### src/rtl/result_tx_serializer_if.sv
// ---------------------------------------------------------------------------
// result_tx_serializer_if
//   Bundles the test-controller handshake and the serial result line of the
//   result transmitter.
//
//   Signals:
//     start_tx    : level request from the controller, held until tx_finish.
//     result_data : result word, 8*NUM_BYTES bits, byte 0 = bits [7:0].
//     uart_txd    : serial line, idle high.
//     tx_busy     : high while a frame is being shifted.
//     tx_finish   : one-cycle pulse at frame completion.
//
//   Modports:
//     master : controller side (drives request and data, observes line/status).
//     slave  : serializer side (consumes request and data, drives line/status).
// ---------------------------------------------------------------------------
interface result_tx_serializer_if #(
  parameter int NUM_BYTES = 4
);
  logic                   start_tx;
  logic [8*NUM_BYTES-1:0] result_data;
  logic                   uart_txd;
  logic                   tx_busy;
  logic                   tx_finish;

  modport master (
    output start_tx,
    output result_data,
    input  uart_txd,
    input  tx_busy,
    input  tx_finish
  );

  modport slave (
    input  start_tx,
    input  result_data,
    output uart_txd,
    output tx_busy,
    output tx_finish
  );
endinterface

### src/rtl/result_tx_serializer.sv
// ---------------------------------------------------------------------------
// result_tx_serializer
//   Sends a latched result word over a UART-style line (8N1, LSB first),
//   byte 0 first, bytes back to back with no idle bits between them.
//   A frame is requested by a rising level on start_tx; the request must be
//   seen low in IDLE (arm) before another frame can start.
//
//   Parameters:
//     CLKS_PER_BIT : clock cycles per line bit (2..4095).
//     NUM_BYTES    : result bytes per frame (1..16).
//
//   Ports:
//     clk    : system clock, rising edge.
//     reset  : asynchronous, active-high; aborts any frame, line goes high.
//     tx_if  : slave modport of result_tx_serializer_if
//              (start_tx, result_data in; uart_txd, tx_busy, tx_finish out).
//
//   Build option:
//     TX_CHECKSUM_EN : when defined, one extra byte equal to the XOR of all
//                      latched result bytes is appended to each frame.
// ---------------------------------------------------------------------------
module result_tx_serializer #(
  parameter int CLKS_PER_BIT = 868,
  parameter int NUM_BYTES    = 4
) (
  input  logic                 clk,
  input  logic                 reset,
  result_tx_serializer_if.slave tx_if
);

`ifdef TX_CHECKSUM_EN
  localparam int NB_TOT = NUM_BYTES + 1;
`else
  localparam int NB_TOT = NUM_BYTES;
`endif
  localparam int BIDX_W = (NB_TOT > 1) ? $clog2(NB_TOT) : 1;
  localparam int CNT_W  = $clog2(CLKS_PER_BIT);

  localparam logic [CNT_W-1:0]  CNT_RELOAD = CNT_W'(CLKS_PER_BIT - 1);
  localparam logic [BIDX_W-1:0] LAST_BYTE  = BIDX_W'(NB_TOT - 1);

  typedef enum logic [2:0] {
    IDLE,
    START,
    DATA,
    STOP,
    NEXT,
    DONE
  } state_t;

  state_t                  state_q, state_d;
  logic                    arm_q, arm_d;
  logic [NB_TOT-1:0][7:0]  shadow_q, shadow_d;
  logic [CNT_W-1:0]        cnt_q, cnt_d;
  logic [2:0]              bit_q, bit_d;
  logic [BIDX_W-1:0]       byte_q, byte_d;
  logic                    txd_q, txd_d;
  logic                    busy_q, busy_d;
  logic                    fin_q, fin_d;

  logic [NB_TOT-1:0][7:0]  frame_in;
  logic [7:0]              cur_byte;
  logic [2:0]              bit_nxt;
  logic [CNT_W-1:0]        cnt_dec;

`ifdef TX_CHECKSUM_EN
  function automatic logic [7:0] xor_bytes(input logic [NUM_BYTES-1:0][7:0] d);
    logic [7:0] acc;
    acc = '0;
    for (int i = 0; i < NUM_BYTES; i++) begin
      acc = acc ^ d[i];
    end
    return acc;
  endfunction

  // Checksum is computed from the same input word that gets latched, so it
  // always matches the bytes actually sent.
  assign frame_in = {xor_bytes(tx_if.result_data), tx_if.result_data};
`else
  assign frame_in = tx_if.result_data;
`endif

  assign cur_byte = shadow_q[byte_q];
  assign bit_nxt  = bit_q + 3'd1;
  assign cnt_dec  = cnt_q - CNT_W'(1);

  always_comb begin
    state_d  = state_q;
    arm_d    = arm_q;
    shadow_d = shadow_q;
    cnt_d    = cnt_q;
    bit_d    = bit_q;
    byte_d   = byte_q;
    txd_d    = txd_q;
    busy_d   = busy_q;
    fin_d    = 1'b0;

    unique case (state_q)
      IDLE: begin
        txd_d  = 1'b1;
        busy_d = 1'b0;
        if (!tx_if.start_tx) begin
          arm_d = 1'b1;
        end else if (arm_q) begin
          // Latch cycle: outputs switch to the start bit on this edge.
          arm_d    = 1'b0;
          shadow_d = frame_in;
          state_d  = START;
          txd_d    = 1'b0;
          busy_d   = 1'b1;
          cnt_d    = CNT_RELOAD;
          byte_d   = '0;
          bit_d    = '0;
        end
      end

      START: begin
        if (cnt_q == '0) begin
          state_d = DATA;
          txd_d   = cur_byte[0];
          bit_d   = '0;
          cnt_d   = CNT_RELOAD;
        end else begin
          cnt_d = cnt_dec;
        end
      end

      DATA: begin
        if (cnt_q == '0) begin
          cnt_d = CNT_RELOAD;
          if (bit_q == 3'd7) begin
            state_d = STOP;
            txd_d   = 1'b1;
          end else begin
            bit_d = bit_nxt;
            txd_d = cur_byte[bit_nxt];
          end
        end else begin
          cnt_d = cnt_dec;
        end
      end

      // The final cycle of the stop bit is spent in NEXT, so the byte
      // decision costs no line time and the next start bit follows directly.
      STOP: begin
        cnt_d = cnt_dec;
        if (cnt_q == CNT_W'(1)) begin
          state_d = NEXT;
        end
      end

      NEXT: begin
        if (byte_q == LAST_BYTE) begin
          state_d = DONE;
          fin_d   = 1'b1;
          busy_d  = 1'b0;
          txd_d   = 1'b1;
        end else begin
          state_d = START;
          byte_d  = byte_q + BIDX_W'(1);
          txd_d   = 1'b0;
          cnt_d   = CNT_RELOAD;
        end
      end

      DONE: begin
        state_d = IDLE;
      end

      default: begin
        state_d = IDLE;
        txd_d   = 1'b1;
        busy_d  = 1'b0;
      end
    endcase
  end

  always_ff @(posedge clk or posedge reset) begin
    if (reset) begin
      state_q  <= IDLE;
      arm_q    <= 1'b0;
      shadow_q <= '0;
      cnt_q    <= '0;
      bit_q    <= '0;
      byte_q   <= '0;
      txd_q    <= 1'b1;
      busy_q   <= 1'b0;
      fin_q    <= 1'b0;
    end else begin
      state_q  <= state_d;
      arm_q    <= arm_d;
      shadow_q <= shadow_d;
      cnt_q    <= cnt_d;
      bit_q    <= bit_d;
      byte_q   <= byte_d;
      txd_q    <= txd_d;
      busy_q   <= busy_d;
      fin_q    <= fin_d;
    end
  end

  assign tx_if.uart_txd  = txd_q;
  assign tx_if.tx_busy   = busy_q;
  assign tx_if.tx_finish = fin_q;

endmodule

### src/flat_wrapper.sv
// flat-port wrapper written by rule: the top's interface ports become plain ports
module result_tx_serializer_flat 
#(
  parameter int CLKS_PER_BIT = 868,
  parameter int NUM_BYTES    = 4
)
  (clk, reset, tx_if_start_tx, tx_if_result_data, tx_if_uart_txd, tx_if_tx_busy, tx_if_tx_finish);
  result_tx_serializer_if #(.NUM_BYTES(NUM_BYTES)) tx_if_i ();
  input  logic clk;
  input  logic reset;
  input wire logic [$bits(tx_if_i.start_tx)-1:0] tx_if_start_tx;
  input wire logic [$bits(tx_if_i.result_data)-1:0] tx_if_result_data;
  output wire logic [$bits(tx_if_i.uart_txd)-1:0] tx_if_uart_txd;
  output wire logic [$bits(tx_if_i.tx_busy)-1:0] tx_if_tx_busy;
  output wire logic [$bits(tx_if_i.tx_finish)-1:0] tx_if_tx_finish;
  assign tx_if_i.start_tx = tx_if_start_tx;
  assign tx_if_i.result_data = tx_if_result_data;
  assign tx_if_uart_txd = tx_if_i.uart_txd;
  assign tx_if_tx_busy = tx_if_i.tx_busy;
  assign tx_if_tx_finish = tx_if_i.tx_finish;
  result_tx_serializer #(.CLKS_PER_BIT(CLKS_PER_BIT), .NUM_BYTES(NUM_BYTES)) u_core (.clk(clk), .reset(reset), .tx_if(tx_if_i));
endmodule
### config.mk
export PLATFORM = sky130hd
export DESIGN_NAME = result_tx_serializer_flat
export DESIGN_NICKNAME = d
export VERILOG_FILES = /design/src/rtl/result_tx_serializer_if.sv /design/src/rtl/result_tx_serializer.sv /design/src/flat_wrapper.sv
export SDC_FILE = /design/constraint.sdc
export NUM_CORES = 1
export LEC_CHECK = 0
export ABC_CLOCK_PERIOD_IN_PS = 4350
export BUFFER_PORTS_ARGS = -buffer_cell sky130_fd_sc_hd__buf_4
export CAP_MARGIN = 10
export CORE_ASPECT_RATIO = 1.2
export CORE_MARGIN = 5
export CORE_UTILIZATION = 25
export CTS_BUF_LIST = sky130_fd_sc_hd__clkbuf_4
export CTS_CLUSTER_DIAMETER = 150
export DETAILED_ROUTE_END_ITERATION = 8
export MAX_ROUTING_LAYER = met4
export PLACE_DENSITY = 0.42
export SLEW_MARGIN = 20
export SYNTH_ARGS = -nofsm -noshare
export SYNTH_HDL_FRONTEND = slang
export SYNTH_SLANG_ARGS = --single-unit
### constraint.sdc
create_clock -name clk -period 4.35 [get_ports clk]
set_input_delay 1.305 -clock clk [delete_from_list [all_inputs] [get_ports clk]]
set_output_delay 1.305 -clock clk [all_outputs]
set_load 0.01 [all_outputs]
==> metrics.md, run 1 <==
| Metric | Value |
|---|---|
| Worst setup margin | 1.73 ns |
| Post-synthesis net count | 274 |
| Distinct cell type count after synthesis | 48 |
| Post-route ant nets | 0 |
| Initial antenna violation count | 0 |
| Slowest CP cell | o22ai_1 |
| Final count of pins violating max slew | 0 |
| Ratio of cells with drive above 1 in the final layout | 0.220 |
| Port Buffers | 37 |
| Met3 Usage GRT | 0.0211 |
| CTS H-Tree Depth | 2 |
| Number of max-cap violations | 0 |
| Critical Path AT | roughly 3.0 ns |
| Relative slew slack | 0.444 |
| Grt met1 use | 0.116 |
| Largest net degree at the start of global routing | 33 |
| Area growth, synth to finish | 16.4% |
| Io pins | 38 |
| TritonCTS clock tree | built |
| # rows | 42 |
| Die height | 125 microns |
| Cells on Worst Hold Path | 1 |
| Vias per cell | ~4.7 |
| Starting Density | 0.252 |
| Launch point of the worst reg-to-reg path | u_core.byte_q[0] |
| Netlist Area Pre-Place | 2750 sq um |
| Grt met2 use | 0.164 |
| First-pass GRT wire length | 10.1 mm |
| Clk slew on worst S/H paths | 0.16 ns |
| Leak pwr | 1.37 nW |
| Total track usage | 0.0971 |
| CP peak stage delay | 0.69 ns |
| Mean Syn Cell Area | 11.8 sq um |
| Post-CTS sizing | 0 |
| Synth Register Bits | 54 |
| GR peak layer | met2 |
| Worst vdd ir | 0.000247 V |
| Yosys warning total | 0 |
| Ranking of synthesized cells by area | dfrtp_1, mux2_1, mux4_1 |
| RSZ-0062 raised after global routing | false |
| EDFF count, synth | 0 |
| Worst slew pin tran | approximately 0.83 ns |
| Async SR Flop Fraction | 1.00 |
| Crit-path max FO | 14 |
| Gate Count Post-Synth | 234 |
| Worst path cell trace | ha_1, nand2b_1, o22ai_1, nand3_1, or3_1, nand3_1 |
| Global placer's final weighted congestion | 0.717 |
| Setup Fix Bufs, Post-CTS | 0 |
| TritonCTS buffer count | 5 |
| Yosys top cell by area | dfrtp_1 |
| Detail Placement HPWL | 4.37 mm |
| Hold WS | 0.496 ns |
| Number of global-route vias before repair | about 2.0k |
| Vias | 1887 |
| R2r setup slk | 1.73 ns |
| Total power | 2.05 mW |
| Final setup fails | 0 |
| Pwr Density | 640 nW/um^2 |
| Sink Count | 54 |
| Worst R2R Path Depth | 6 |
| Fillers | 1179 |
| Dpl ws | 1.42 ns |
| Ys flop type | dfrtp_1 |
| Core Area | 10900 sq um |
| CTS max path bufs | 2 |
| CTS Hold Bufs | 0 |
| ANT cells | 0 |
| Share of the synthesized area in the top cell type | 0.482 |
| Nets | 307 |
| Root Buffer Master | clkbuf_4 |
| Hold Path End | u_core.shadow_q[2] |
| DRC viols | 0 |
| Worst hold path type | reg -> reg |
| CP dominant cell by count | nand3_1 |
| Hold Startpoint | u_core.shadow_q[2] |
| Grt total ovfl | 0 |
| Fin Setup TNS | 0 ns |
| Startpoint Class | flip-flop |
| Clk_skew | 0.0144 ns |
| Die width | 106 microns |
| Sequential area share after synthesis | 0.491 |
| Die area | about 13000 sq um |
| Fmax | 0.382 GHz |
| Worst skew pair latency | 0.38 ns |
| WS Path Type | reg -> reg |
| Status | complete, no violations |
| Crit path required time | approximately 4.7 ns |
| R2R Path End | u_core.cnt_q[5] |
| Wire per inst | 14.8 microns |
| WL final | 5.90 mm |
| Critical Path End Type | flip-flop |
| Min cycle time layout | about 2.6 ns |
| Fin crit share | 0.602 |
| DRT iter0 DRCs | 59 |
| Final Hold Viols | 0 |
| Drt pass-1 iters | 4 |
-- metrics by stage --
stage / std cells / instance area [sq um] / utilization
2_1_floorplan: 234 / 2750 / -
3_3_place_gp: 392 / 3120 / 0.286
3_5_place_dp: 392 / 3120 / 0.286
4_1_cts: 400 / 3210 / 0.293
5_1_grt: 400 / 3210 / 0.293
6_report: 400 / 3210 / 0.293
-- cell type report --
cell class / instances / area [sq um] / area share
flip-flops and latches: 54 / 1350 / 0.422
multi-input cells: 157 / 1280 / 0.398
repair buffers: 39 / 293 / 0.0913
well taps: 132 / 165 / 0.0515
clock buffers: 7 / 52.6 / 0.0164
inverters: 10 / 37.5 / 0.0117
clock inverters: 1 / 30.0 / 0.00936
-- critical path, delay by kind of cell, from the launching register on --
kind,cells,cell delay (ns)
AOI/OAI and AO/OA,1,0.69
adders and majority gates,1,0.38
DFF,1,0.62
and+or+nand+nor,4,0.89
-- synthesized netlist by cell type (2+ instances only) --
master	count
ha_1	5
nor3_1	3
o22ai_1	2
xnor2_1	2
nand4_1	4
inv_1	10
buf_4	7
nor3b_1	3
buf_2	4
mux4_2	3
a21oi_1	12
nand3_1	8
a2111oi_0	3
and2_1	3
mux2_1	33
o21ai_1	5
nand2_1	12
a31oi_1	2
nor2_1	13
xor2_1	6
nand2b_1	6
dfrtp_1	53
o21ai_0	4
and3_1	2
mux2_2	2
mux4_1	3
nand3b_1	3
-- placed cells by master, fill, tap and decap left out, types with 4 or more instances in the layout --
cell       n
dfrtp_1   53
buf_4     39
mux2_1    33
nor2_1    13
nand2_1   12
a21oi_1   12
inv_1      9
nand3_1    8
clkbuf_4   7
nand2b_1   6
xor2_1     6
o21ai_1    5
ha_1       5
nand4_1    4
o21ai_0    4
-- cell families after synthesis --
kind of cell	synth area share
buf+inv	0.0454
compound gates	0.0954
xor+xnor	0.0254
flops	0.491
fa+ha+maj	0.0227
simple gates	0.124
mux	0.196
-- registers in the layout, summed over array words and instances (netlist names) --
| register | cells |
|---|---|
| u_core.shadow_q | 32 |
| u_core.cnt_q | 10 |
| u_core.bit_q | 3 |
| u_core.state_q | 3 |
| u_core.byte_q | 2 |
| u_core.arm_q | 1 |
| u_core.tx_if.tx_busy | 1 |
| u_core.tx_if.tx_finish | 1 |
| u_core.tx_if.uart_txd | 1 |
-- worst max path at each step --
stage	slack (ns)	from	endpoint	cells past startpoint
floorplan	1.73	reset	u_core.arm_q	1
detailed placement	1.42	tx_if_start_tx	u_core.cnt_q[5]	6
CTS	1.68	u_core.byte_q[0]	u_core.cnt_q[5]	6
global placement	1.44	tx_if_start_tx	u_core.cnt_q[5]	6
global route	1.45	u_core.byte_q[0]	u_core.cnt_q[5]	6
finish	1.73	u_core.byte_q[0]	u_core.cnt_q[5]	6
-- per-layer routing --
metal	up-vias	share of wire
met2	30	0.50
met3	5	0.031
met4	0	0.015
li1	911	-
met5	-	0
met1	941	0.45
-- power breakdown --
group          switching [mW]  internal, mW  total (mW)
clock                   0.158         0.135       0.293
combinational           0.401         0.427       0.828
sequential              0.209         0.722       0.931
Note: power is estimated with default switching activity, not from simulation.
==> run 2: changes to the inputs <==
--- a/config.mk
+++ b/config.mk
@@ -5,7 +5,7 @@
 export SDC_FILE = /design/constraint.sdc
 export NUM_CORES = 1
 export LEC_CHECK = 0
-export ABC_CLOCK_PERIOD_IN_PS = 4350
+export ABC_CLOCK_PERIOD_IN_PS = 2540
 export BUFFER_PORTS_ARGS = -buffer_cell sky130_fd_sc_hd__buf_4
 export CAP_MARGIN = 10
 export CORE_ASPECT_RATIO = 1.2
==> constraint.sdc (replaced) <==
create_clock -name clk -period 2.54 [get_ports clk]
set_input_delay 0.762 -clock clk [delete_from_list [all_inputs] [get_ports clk]]
set_output_delay 0.762 -clock clk [all_outputs]
set_load 0.01 [all_outputs]
==> run 2 against run 1 <==
Combinational power grew 91%. Count of clock-buffer cells in the layout fell by 2. First-iteration DRC count increased by 6.8%. Total power is 71% higher. Largest cell class unchanged. Critical path type unchanged. Worst setup slack lost 1.3 ns. Routed wire length fell by 0.39%. Flip-flop and latch count stayed put. Critical path depth is the same. Cell area increased by 1.8%.
==> metrics.md, run 2 (same netlist as run 1, synthesis figures left out) <==
| Metric | Value |
|---|---|
| Seq pwr share | 0.433 (-0.021) |
| DRT iter0 DRCs | 63 (+6.8%) |
| Core Area | 10900 sq um (unchanged) |
| Total track usage | 0.0976 (+0.000510) |
| TritonCTS clock tree | built |
| Number of max-cap violations | 0 (unchanged) |
| Net Sw Frac | 0.384 (+0.00923) |
| Largest net degree at the start of global routing | 55 (+67%) |
| Final Hold Viols | 0 (unchanged) |
| Crit-path max FO | 11 (-3) |
| Post-route ant nets | 0 (unchanged) |
| Top reg by flops | u_core.shadow_q |
| Worst setup margin | 0.430 ns (-1.30 ns) |
| Biggest regs | u_core.shadow_q: 32 flops, u_core.cnt_q: 10 flops |
| Fin Setup TNS | 0 ns (unchanged) |
| Startpoint Class | flip-flop |
| Final setup fails | 0 (unchanged) |
| Sink Count | 54 (unchanged) |
| Relative slew slack | 0.643 (+0.199) |
| Drt pass-1 iters | 4 (unchanged) |
| Combinational Power Share | 0.451 (+0.047) |
| Final count of pins violating max slew | 0 (unchanged) |
| Fin crit share | 0.831 (+0.229) |
| Min cycle time layout | 2.11 ns (-0.507 ns) |
| Worst hold path type | in -> async |
| Setup Fix Bufs, Post-CTS | 0 (unchanged) |
| TritonCTS buffer count | 5 (unchanged) |
| CTS Hold Bufs | 0 (unchanged) |
| RSZ-0062 raised after global routing | false |
| Detail Placement HPWL | 4.35 mm (-0.48%) |
| Die width | 106 microns (unchanged) |
| Clock power frac | 0.116 (-0.027) |
| CTS max path bufs | 2 (unchanged) |
| Die height | 125 microns (unchanged) |
| Status | complete, no violations |
| ANT cells | 0 (unchanged) |
| Port Buffers | 37 (unchanged) |
| Int Pwr | 2.17 mW (+69%) |
| Clk_skew | 0.0152 ns (+0.000841 ns) |
| Critical Path End Type | flip-flop |
| WL final | 5.88 mm (-0.39%) |
| Fmax | 0.474 GHz (+24%) |
| Final Cell Area | 3260 sq um (+1.8%) |
| Ratio of cells with drive above 1 in the final layout | 0.240 (+0.0199) |
| Number of global-route vias before repair | 2039 (+1.8%) |
| Worst slew pin tran | 0.521 ns (-0.312 ns) |
| Launch point of the worst reg-to-reg path | u_core.byte_q[0] |
| Leak pwr | 1.40 nW (+2.5%) |
| Area growth, synth to finish | 18.5% |
| Post-CTS sizing | 0 (unchanged) |
| Switching power | 1.35 mW (+75%) |
| Io pins | 38 (unchanged) |
| Grt total ovfl | 0 (unchanged) |
| Initial antenna violation count | 0 (unchanged) |
| Wire per inst | 14.4 microns (-2.1%) |
| Dpl cell area | 3210 sq um (+2.7%) |
| Worst R2R Path Depth | 6 (unchanged) |
| Leading cell type in the layout, fill and taps excluded | dfrtp_1 |
| Final Core Density | 0.299 (+0.00527) |
| Worst skew pair latency | 0.40 ns (+0.02 ns) |
| Vias per cell | 4.69 (-0.63%) |
| Root Buffer Master | clkbuf_4 |
| R2r setup slk | 0.43 ns (-1.30 ns) |
| Die area | 13200 sq um (unchanged) |
| Crit path required time | 2.87 ns (-1.81 ns) |
| Clk slew on worst S/H paths | 0.17 ns (about the same) |
| DRC viols | 0 (unchanged) |
| Critical Path AT | 2.44 ns (-0.51 ns) |
| Worst vdd ir | 0.000355 V (+44%) |
| First-pass GRT wire length | 10.2 mm (+1.3%) |
| Max reg flops | 32 (unchanged) |
| Starting Density | 0.252 (unchanged) |
| Commonest cells after routing, fill and taps aside | dfrtp_1, buf_4, mux2_1 |
| Global placer's final weighted congestion | 0.732 (+2.1%) |
| Vias | 1908 (+1.1%) |
| Nets | 315 (+2.6%) |
| # rows | 42 (unchanged) |
| R2R Path End | u_core.cnt_q[5] |
| WS Path Type | reg -> reg |
| CTS H-Tree Depth | 2 (unchanged) |
| Dpl ws | 0.397 ns (-1.02 ns) |
| Pwr Density | 1080 nW/um^2 (+68%) |
## run 2: changes by cell type in the layout (fill, tap and decap cells not counted), sizes merged
cell / before / now
inv: 10 / 12
buf: 39 / 47
bufinv: 1 / 0
clkbuf: 7 / 5
## run 2: power groups by stage
stage | clock network, mW | registers (mW) | logic, mW
2_1_floorplan | 0 | 1.41 | 1.30
5_1_grt | 0.469 | 1.58 | 1.80
3_5_place_dp | 0 | 1.55 | 1.62
6_report | 0.409 | 1.52 | 1.58
4_1_cts | 0.438 | 1.53 | 1.63
3_3_place_gp | 0 | 1.55 | 1.61
## run 2: how the worst max path moves through the flow
stage	to	start	cells past startpoint	slack [ns]
finish	u_core.cnt_q[5]	u_core.byte_q[0]	6	0.43
global route	u_core.cnt_q[5]	u_core.byte_q[0]	6	0.23
CTS	u_core.tx_if.uart_txd	u_core.bit_q[0]	6	0.35
detailed placement	u_core.tx_if.uart_txd	u_core.bit_q[0]	6	0.40
global placement	u_core.tx_if.uart_txd	u_core.bit_q[0]	6	0.36
floorplan	u_core.arm_q	reset	1	0.47
## run 2: worst max-delay path: stages, from the launching register on
cell      delay (ns)
dfrtp_1         0.57
ha_1            0.34
nand2b_1        0.20
o22ai_1         0.33
nand3_1         0.19
or3_1           0.34
nand3_1         0.08
## run 2: layout make-up
class	count	area, sq um
clock buffer	5	37.5
tap	132	165
fill	1161	7670
timing repair buffer	47	378
clock inverter	2	17.5
sequential	54	1350
inverter	10	37.5
multi-input combinational	157	1280
## run 2: metrics by stage
| step | power, mW | hold WS [ns] | instances |
|---|---|---|---|
| floorplan | 2.71 | 0.449 | 234 |
| global placement | 3.16 | 0.461 | 400 |
| detailed placement | 3.17 | 0.471 | 400 |
| CTS | 3.60 | 0.382 | 407 |
| global route | 3.85 | 0.385 | 407 |
| finish | 3.51 | 0.386 | 407 |
## run 2: metal layers
metal,track usage,vias to the layer above,wire length [microns]
met3,0.0191,5,177
li1,-,927,-
met1,0.119,944,2670
met2,0.162,32,2940
met5,-,-,0
met4,0.0320,0,92
